**config.mk**
```make
export PLATFORM = sky130hd
export DESIGN_NAME = load_store_unit_flat
export DESIGN_NICKNAME = d
export VERILOG_FILES = /design/src/rtl/load_store_unit_if.sv /design/src/rtl/load_store_unit.sv /design/src/flat_wrapper.sv
export SDC_FILE = /design/constraint.sdc
export NUM_CORES = 1
export LEC_CHECK = 0
export BUFFER_PORTS_ARGS = -buffer_cell sky130_fd_sc_hd__buf_4
export CAP_MARGIN = 15
export CORE_MARGIN = 8
export CORE_UTILIZATION = 40
export DETAILED_ROUTE_END_ITERATION = 8
export GPL_TIMING_DRIVEN = 0
export PLACE_DENSITY = 0.75
export SLEW_MARGIN = 20
export SYNTH_ARGS = -nofsm -noshare
export SYNTH_HDL_FRONTEND = slang
export SYNTH_SLANG_ARGS = --single-unit
```
**constraint.sdc**
```tcl
create_clock -name CLK -period 1.9 [get_ports CLK]
set_clock_uncertainty 0.05 [all_clocks]
set_input_delay 0.095 -clock CLK [delete_from_list [all_inputs] [get_ports CLK]]
set_output_delay 0.095 -clock CLK [all_outputs]
set_load 0.005 [all_outputs]
```
**src/rtl/load_store_unit_if.sv**
```systemverilog
// ============================================================================
// Module      : load_store_unit_if
// Description : Core-side request/response and data-memory port bundle for
//               the sub-word load/store adapter.
// Revision    : 1.0 - initial release
// ============================================================================
`default_nettype none

interface load_store_unit_if;
    logic        req;
    logic        we;
    logic [2:0]  funct3;
    logic [31:0] addr;
    logic [31:0] wdata;
    logic        busy;
    logic        done;
    logic        err;
    logic [31:0] rdata;
    logic [31:0] mem_A;
    logic        mem_WE;
    logic [31:0] mem_WD;
    logic [31:0] mem_RD;

    // Core plus memory side: issues requests and supplies read data.
    modport master (
        output req, we, funct3, addr, wdata, mem_RD,
        input  busy, done, err, rdata, mem_A, mem_WE, mem_WD
    );

    modport slave (
        input  req, we, funct3, addr, wdata, mem_RD,
        output busy, done, err, rdata, mem_A, mem_WE, mem_WD
    );
endinterface

`default_nettype wire

```
**src/rtl/load_store_unit.sv**
```systemverilog
// ============================================================================
// Module      : load_store_unit
// Description : RV32I sub-word load/store adapter onto a word-wide memory
//               without byte enables (extension on loads, RMW for SB/SH).
// Revision    : 1.0 - initial release
// ============================================================================
`default_nettype none

module load_store_unit (
    input  wire logic         CLK,
    input  wire logic         rst,
    load_store_unit_if.slave  bus
);
    typedef enum logic [1:0] {
        S_IDLE   = 2'd0,
        S_ACCESS = 2'd1,
        S_WRITE  = 2'd2,
        S_RESP   = 2'd3
    } state_t;

    localparam logic [2:0] c_F3_B  = 3'b000;
    localparam logic [2:0] c_F3_H  = 3'b001;
    localparam logic [2:0] c_F3_W  = 3'b010;
    localparam logic [2:0] c_F3_BU = 3'b100;
    localparam logic [2:0] c_F3_HU = 3'b101;

    state_t      state_q,  state_d;
    logic        we_q,     we_d;
    logic [2:0]  funct3_q, funct3_d;
    logic [31:0] addr_q,   addr_d;
    logic [31:0] wdata_q,  wdata_d;
    logic        err_q,    err_d;
    logic [31:0] rdata_q,  rdata_d;
    logic [31:0] merge_q,  merge_d;

    logic        w_illegal;
    logic        w_misaligned;
    logic [7:0]  w_byte;
    logic [15:0] w_half;
    logic [31:0] w_load;
    logic [31:0] w_merge;
    logic        w_mem_we;
    logic [31:0] w_mem_wd;

    // Request checks look at the live bus inputs, since they decide the
    // IDLE transition in the same cycle the request is latched.
    always_comb begin
        w_illegal    = 1'b0;
        w_misaligned = 1'b0;
        if (bus.we) begin
            w_illegal = !(bus.funct3 == c_F3_B || bus.funct3 == c_F3_H ||
                          bus.funct3 == c_F3_W);
        end else begin
            w_illegal = !(bus.funct3 == c_F3_B  || bus.funct3 == c_F3_H  ||
                          bus.funct3 == c_F3_W  || bus.funct3 == c_F3_BU ||
                          bus.funct3 == c_F3_HU);
        end
        case (bus.funct3)
            c_F3_H, c_F3_HU: w_misaligned = bus.addr[0];
            c_F3_W:          w_misaligned = |bus.addr[1:0];
            default:         w_misaligned = 1'b0;
        endcase
    end

    always_comb begin
        case (addr_q[1:0])
            2'd0:    w_byte = bus.mem_RD[7:0];
            2'd1:    w_byte = bus.mem_RD[15:8];
            2'd2:    w_byte = bus.mem_RD[23:16];
            default: w_byte = bus.mem_RD[31:24];
        endcase
        w_half = addr_q[1] ? bus.mem_RD[31:16] : bus.mem_RD[15:0];
        case (funct3_q)
            c_F3_B:  w_load = {{24{w_byte[7]}}, w_byte};
            c_F3_BU: w_load = {24'd0, w_byte};
            c_F3_H:  w_load = {{16{w_half[15]}}, w_half};
            c_F3_HU: w_load = {16'd0, w_half};
            default: w_load = bus.mem_RD;
        endcase
    end

    // Only the addressed lane is replaced; the rest of the word comes from
    // the current memory contents.
    always_comb begin
        w_merge = bus.mem_RD;
        if (funct3_q == c_F3_H) begin
            if (addr_q[1]) w_merge[31:16] = wdata_q[15:0];
            else           w_merge[15:0]  = wdata_q[15:0];
        end else begin
            case (addr_q[1:0])
                2'd0:    w_merge[7:0]   = wdata_q[7:0];
                2'd1:    w_merge[15:8]  = wdata_q[7:0];
                2'd2:    w_merge[23:16] = wdata_q[7:0];
                default: w_merge[31:24] = wdata_q[7:0];
            endcase
        end
    end

    always_comb begin
        state_d  = state_q;
        we_d     = we_q;
        funct3_d = funct3_q;
        addr_d   = addr_q;
        wdata_d  = wdata_q;
        err_d    = err_q;
        rdata_d  = rdata_q;
        merge_d  = merge_q;
        w_mem_we = 1'b0;
        w_mem_wd = wdata_q;
        case (state_q)
            S_IDLE: begin
                if (bus.req) begin
                    we_d     = bus.we;
                    funct3_d = bus.funct3;
                    addr_d   = bus.addr;
                    wdata_d  = bus.wdata;
                    err_d    = w_illegal | w_misaligned;
                    state_d  = (w_illegal | w_misaligned) ? S_RESP : S_ACCESS;
                end
            end
            S_ACCESS: begin
                if (!we_q) begin
                    rdata_d = w_load;
                    state_d = S_RESP;
                end else if (funct3_q == c_F3_W) begin
                    w_mem_we = 1'b1;
                    w_mem_wd = wdata_q;
                    state_d  = S_RESP;
                end else begin
                    merge_d = w_merge;
                    state_d = S_WRITE;
                end
            end
            S_WRITE: begin
                w_mem_we = 1'b1;
                w_mem_wd = merge_q;
                state_d  = S_RESP;
            end
            default: begin
                state_d = S_IDLE;
            end
        endcase
    end

    always_ff @(posedge CLK) begin
        if (rst) begin
            state_q  <= S_IDLE;
            we_q     <= 1'b0;
            funct3_q <= 3'd0;
            addr_q   <= 32'd0;
            wdata_q  <= 32'd0;
            err_q    <= 1'b0;
            rdata_q  <= 32'd0;
            merge_q  <= 32'd0;
        end else begin
            state_q  <= state_d;
            we_q     <= we_d;
            funct3_q <= funct3_d;
            addr_q   <= addr_d;
            wdata_q  <= wdata_d;
            err_q    <= err_d;
            rdata_q  <= rdata_d;
            merge_q  <= merge_d;
        end
    end

    assign bus.busy   = (state_q != S_IDLE);
    assign bus.done   = (state_q == S_RESP);
    assign bus.err    = (state_q == S_RESP) & err_q;
    assign bus.rdata  = rdata_q;
    assign bus.mem_A  = {2'b00, addr_q[31:2]};
    // Gating with rst kills a pending RMW write in the reset cycle itself.
    assign bus.mem_WE = w_mem_we & ~rst;
    assign bus.mem_WD = w_mem_wd;

endmodule

`default_nettype wire

```
**src/flat_wrapper.sv**
```systemverilog
// flat-port wrapper written by rule: the top's interface ports become plain ports
module load_store_unit_flat 
  (CLK, rst, bus_req, bus_we, bus_funct3, bus_addr, bus_wdata, bus_mem_RD, bus_busy, bus_done, bus_err, bus_rdata, bus_mem_A, bus_mem_WE, bus_mem_WD);
  load_store_unit_if bus_i ();
  input  wire logic CLK;
  input  wire logic rst;
  input wire logic [$bits(bus_i.req)-1:0] bus_req;
  input wire logic [$bits(bus_i.we)-1:0] bus_we;
  input wire logic [$bits(bus_i.funct3)-1:0] bus_funct3;
  input wire logic [$bits(bus_i.addr)-1:0] bus_addr;
  input wire logic [$bits(bus_i.wdata)-1:0] bus_wdata;
  input wire logic [$bits(bus_i.mem_RD)-1:0] bus_mem_RD;
  output wire logic [$bits(bus_i.busy)-1:0] bus_busy;
  output wire logic [$bits(bus_i.done)-1:0] bus_done;
  output wire logic [$bits(bus_i.err)-1:0] bus_err;
  output wire logic [$bits(bus_i.rdata)-1:0] bus_rdata;
  output wire logic [$bits(bus_i.mem_A)-1:0] bus_mem_A;
  output wire logic [$bits(bus_i.mem_WE)-1:0] bus_mem_WE;
  output wire logic [$bits(bus_i.mem_WD)-1:0] bus_mem_WD;
  assign bus_i.req = bus_req;
  assign bus_i.we = bus_we;
  assign bus_i.funct3 = bus_funct3;
  assign bus_i.addr = bus_addr;
  assign bus_i.wdata = bus_wdata;
  assign bus_i.mem_RD = bus_mem_RD;
  assign bus_busy = bus_i.busy;
  assign bus_done = bus_i.done;
  assign bus_err = bus_i.err;
  assign bus_rdata = bus_i.rdata;
  assign bus_mem_A = bus_i.mem_A;
  assign bus_mem_WE = bus_i.mem_WE;
  assign bus_mem_WD = bus_i.mem_WD;
  load_store_unit u_core (.CLK(CLK), .rst(rst), .bus(bus_i));
endmodule
```
* Word level (Yosys, flattened, before mapping)
Index checks and enable logic that the tools add are counted.
Cells by class: reduce and logical (&&, ||, !) cells 17, bitwise operators 6, eq/ne operators 14, muxes and demuxes 21
Operators by type and width (count):
- one-hot mux 32 bit (4 select lines) | 1
- 2-to-1 mux 32 bit | 2
- 2-to-1 mux 16 bit | 3
- 2-to-1 mux 8 bit | 4
- one-hot mux 8 bit (3 select lines) | 1
- == test 3 bit, second input constant | 4
- == test 2 bit, second input constant | 3
- == test 3 x 1 -> 1 bit, second input constant | 2
- == test 3 x 2 -> 1 bit, second input constant | 2
- logical NOT 3 bit | 2
- 2-to-1 mux 2 bit | 3
- one-hot mux 2 bit (3 select lines) | 1
- == test 2 x 1 -> 1 bit, second input constant | 2
- logical NOT 2 bit | 2
- logical OR 1 bit | 4
- 2-to-1 mux 1 bit | 4
- one-hot mux 1 bit (2 select lines) | 2
- AND reduction 2 bit | 2
- OR reduction 2 bit | 2
- inverter 1 bit | 3
- AND reduction 3 bit | 1
- OR reduction 3 bit | 1
- bitwise AND 1 bit | 2
- logical NOT 1 bit | 2
- 3 further kinds | 3
Storage, ports and cells: flip-flop bits (word level) 135

* Depth between registers and ports, before layout
depth after elaboration 11, mapped depth 8

* Worst setup path before layout
No wires, ideal clock.
path kind flip-flop to flip-flop, from register u_core.addr_q[1], to register u_core.rdata_q[15] (netlist: u_core.bus.rdata[15]), setup time 132 ps, clock period less this slack 1668 ps, data arrival time 1486 ps, buffers on the path 1, stages on the path, launching flop included 6, path slack 232 ps, data required time 1718 ps, cell sequence dfxtp_1 buf_6 mux2_2 mux2_2 a21boi_1 a21oi_1
Between the ends: longest elaborated chain between the ends 3
RTL lines:
- start, declared | RTL line load_store_unit.sv:30 | logic [31:0] addr_q, addr_d;
- start signal, assigned | RTL line load_store_unit.sv:159 | addr_q <= addr_d;
- == test 2 bit (tied with other cells) | RTL line load_store_unit.sv:66 | case (addr_q[1:0])
- one-hot mux 8 bit (3 select lines) | RTL line load_store_unit.sv:66
- one-hot mux 32 bit (4 select lines) * | RTL line load_store_unit.sv:73 | case (funct3_q)
- end signal, assigned | RTL line load_store_unit.sv:162 | rdata_q <= rdata_d;
- end, declared | RTL line load_store_unit.sv:33 | logic [31:0] rdata_q, rdata_d;
Every way passes the cells marked *; elsewhere a longest branch is shown, timed or not. A chain may end at the register's enable or synchronous reset.

* Worst setup path after layout
from register u_core.state_q[0], to output port bus_mem_WD[4]
Between the ends: longest elaborated chain between the ends 2
RTL lines:
- start, declared | RTL line load_store_unit.sv:27 | state_t state_q, state_d;
- start signal, assigned | RTL line load_store_unit.sv:156 | state_q <= state_d;
- == test 2 bit | RTL line load_store_unit.sv:110 | case (state_q)
- 2-to-1 mux 32 bit
- end, declared | RTL line flat_wrapper.sv:19 | output wire logic [$bits(bus_i.mem_WD)-1:0] bus_mem_WD;
No other way between the ends.

==> flow_summary_export.csv <==
group,metric,value,unit
layout,layout_overhead_on_the_synthesized_area,56.53,%
critical_path,startpoint_type,"register",
placed_design,dpl_cell_area,8092,um2
critical_path,timing.critical_path.fanout_max,10,
die,starting_density_of_the_core,0.4039,
yosys,yosysUniqueCellTypes,43,
yosys,ys_ff_latch,135,
yosys,yosysSeqAreaShare,0.4274,
drt,detail_routed_net_length_per_standard_cell,17.84,um
layout,top_library_cells_by_usage_in_the_layout_fill_and_taps_aside,"sky130_fd_sc_hd__buf_4, sky130_fd_sc_hd__nand2_1, sky130_fd_sc_hd__dfxtp_1",
power_and_ir_drop,seq_power_share,0.323,
drt,route.detailed.vias_per_inst,5.100,
critical_path,type_of_destination_of_the_critical_path,"primary output",
global_routing,vias_in_the_first_global_route,6598,
power_and_ir_drop,power_leakage,4.516,nW
sta,clock.fmax,0.5276,GHz
drt,drt_wl_total,23.19,mm
yosys,synth_enable_flop_cells,0,
die,die-height,141.7,um
sta,final_hold_viol_count,0,
sta,worstMarginPinSlew,0.6241,ns
sta,slew_headroom,0.5812,
placed_design,post-dp-hpwl,16.74,mm
clock_network,insertion_delay,0.42,ns
run_status,outcome,"completed",
die,fp.coreArea,15660,um2
job,cap_viol_max_count,0,
global_routing,gr-usage-all-layers,0.2231,
layout,final_cell_area,9898,um2
sta,finalCriticalPeriod,1.895,ns
layout,fin_util,0.6323,
critical_path,critPathKind,"reg -> out",
power_and_ir_drop,p_total,11.83,mW
clock_network,tritoncts.num_buffers,17,
global_routing,grt_pass1_wl,34.96,mm
yosys,ys_warn_count,0,
power_and_ir_drop,peakVddDrop,0.7959,mV
yosys,synthesized_netlist_cell_count,758,
power_and_ir_drop,power.density,1195,nW/um2
critical_path,path_cells,"inv_4 > ha_4 > buf_8 > mux2_2 > buf_4",
drt,ant_nets,0,
drt,drtPass1Iterations,5,
power_and_ir_drop,share_comb_of_total_power,0.397,
layout,n_antenna_cell,0,
placed_design,io_buffer_count,199,
sta,share_of_the_cycle_needed_by_the_critical_path_after_routing,0.9975,
global_routing,number_of_antenna_violations_at_the_first_check_in_global_routing,0,
critical_path,timing.critical_path.slowest_cell_delay,0.36,ns
layout,final_common_cell,"sky130_fd_sc_hd__buf_4",
power_and_ir_drop,netSwitchingFraction,0.3383,
yosys,post_synth_instance_area,6324,um2
layout,drive_above_1_share,0.3339,
drt,drt_drc_violations_left,0,
power_and_ir_drop,netSwitchingPower,4.001,mW
clock_network,cts.htree.levels,4,
power_and_ir_drop,power.internal,7.826,mW
min_path,hold_path_class,"in -> reg",
die,die_area,20090,um2
critical_path,slowest_stage,"sky130_fd_sc_hd__dfxtp_4",
clock_network,cts.reportedPaths.clkPinSlew,0.06,ns
clock_network,ctsLongestPathBuffers,2,
drt,dr_iter_0_viols,543,
layout,final_net_count,1179,
yosys,avgSynthCellArea,8.342,um2
yosys,synthArstFlopShare,0,
clock_network,root_buffer,"sky130_fd_sc_hd__clkbuf_16",
global_routing,globalRoute.totalOverflow,0,
die,core.rowCount,46,
die,floorplan.io_pins,203,
yosys,synth-main-ff-cell,"sky130_fd_sc_hd__dfxtp_1",
clock_network,cts_tree,"yes",
sta,slew_viol_final,0,
clock_network,cts.sink_count,135,
die,die_width,141.7,um
global_routing,grt_start_max_net_pins,17,
drt,detailroute.via_count,6630,
sta,grt_setup_unrepaired,"true",
placed_design,gp_congestion,0.8944,
power_and_ir_drop,pwr-share-clk,0.281,
critical_path,cp.arrival,1.75,ns
sta,setup_total_negative_slack,0,ns
critical_path,timing.critical_path.required,1.75,ns
sta,final-setup-viol-count,0,
==> cell type report <==
class / count / area (um2)
repair buffers: 297 / 2486
plain buffers: 84 / 558.0
inverters: 22 / 85.08
multi-input cells: 515 / 3196
fillers: 1306 / 5757
flip-flops and latches: 135 / 2709
well taps: 216 / 270.3
clock buffers: 24 / 501.7
clock inverters: 7 / 92.59
==> sequential cells by signal, indices dropped and copies added, names as in the netlist <==
signal and count:
u_core.err_q 1, u_core.we_q 1, u_core.funct3_q 3, u_core.state_q 2, u_core.addr_q 32, u_core.merge_q 32, u_core.bus.rdata 32, u_core.wdata_q 32
==> logic make-up after synthesis <==
group                    after synthesis  share of synthesized area
multiplexers                          71                     0.1205
flip-flops                           135                     0.4274
other                                  1                  0.0005930
AO/OA/AOI/OAI                        180                     0.1842
adder cells (fa/ha/maj)                4                   0.007915
AND/OR/NAND/NOR                      258                     0.1700
buffers and inverters                109                    0.08943
==> stage by stage <==
step / cells / worst slack (ns) / hold WS, ns
finish: 1300 / 0.004699 / 0.06266
global route: 1300 / -0.03048 / 0.06799
CTS: 1300 / -0.003013 / 0.04883
detailed placement: 1174 / -0.3456 / 0.3002
global placement: 1174 / -0.3284 / 0.2922
floorplan: 759 / 0.2320 / 0.1810
==> critical path: cells and delay by family (launching register included) <==
kind	cells	cell delay, ns
buffers and inverters	3	0.37
multiplexers	1	0.36
flip-flops	1	0.36
adder cells (fa/ha/maj)	1	0.22
==> final timing paths <==
path              depth (start not counted)          startpoint                  end  slack, ns
setup / recovery                          5   u_core.state_q[0]        bus_mem_WD[4]      0.005
hold / removal                            4       bus_mem_RD[8]  u_core.bus.rdata[8]       0.06
setup reg to reg                          5  u_core.funct3_q[2]    u_core.merge_q[7]       0.02
hold reg to reg                           2  u_core.wdata_q[17]   u_core.wdata_q[17]       0.40
==> cell usage after synthesis (3+ instances only) <==
library cell               count  area (um2)
sky130_fd_sc_hd__nand3b_1      6       45.04
sky130_fd_sc_hd__clkbuf_1     27       101.4
sky130_fd_sc_hd__a211o_1       5       43.79
sky130_fd_sc_hd__nor2_1       36       135.1
sky130_fd_sc_hd__or3b_2        3       26.28
sky130_fd_sc_hd__mux2_2       41       461.7
sky130_fd_sc_hd__nand2b_1     12       75.07
sky130_fd_sc_hd__ha_1          4       50.05
sky130_fd_sc_hd__o21ai_0      13       65.06
sky130_fd_sc_hd__dfxtp_1     135        2703
sky130_fd_sc_hd__a221oi_1     19       166.4
sky130_fd_sc_hd__a311o_1       7       70.07
sky130_fd_sc_hd__buf_4        34       255.2
sky130_fd_sc_hd__nand2_1     188       705.7
sky130_fd_sc_hd__mux2i_1      30       300.3
sky130_fd_sc_hd__buf_1        13       48.80
sky130_fd_sc_hd__a21oi_1      81       405.4
sky130_fd_sc_hd__o21ai_1      10       50.05
sky130_fd_sc_hd__a21o_1       16       120.1
sky130_fd_sc_hd__buf_2        11       55.05
sky130_fd_sc_hd__inv_1        21       78.83
sky130_fd_sc_hd__a211oi_1     19       142.6
==> power groups by stage <==
stage | Combinational [mW] | Sequential [mW] | Clock, mW
floorplan | 2.44 | 3.75 | 0
global placement | 4.09 | 3.81 | 0
detailed placement | 4.13 | 3.84 | 0
CTS | 4.54 | 3.79 | 3.34
global route | 5.08 | 3.88 | 3.49
finish | 4.69 | 3.82 | 3.32
==> per-layer routing <==
metal	share of wire	GRT usage	routed length, um	up-vias
met3	0.073	0.05141	1698	58
li1	-	-	-	3194
met2	0.48	0.3667	11250	290
met4	0.035	0.1097	808	0
met1	0.41	0.2696	9439	3088
met5	0	0	0	-
==> what timing repair did <==
action                                  CTS  global route
hold buffers                             93             0
endpoints found under the setup margin  121           101
buffers inserted                          3             1
cloned                                    1             0
pin swaps                                 1             4
resized for setup                        35            39
hold endpoints to repair                 97             0
Power figures use the tool's default switching activity.
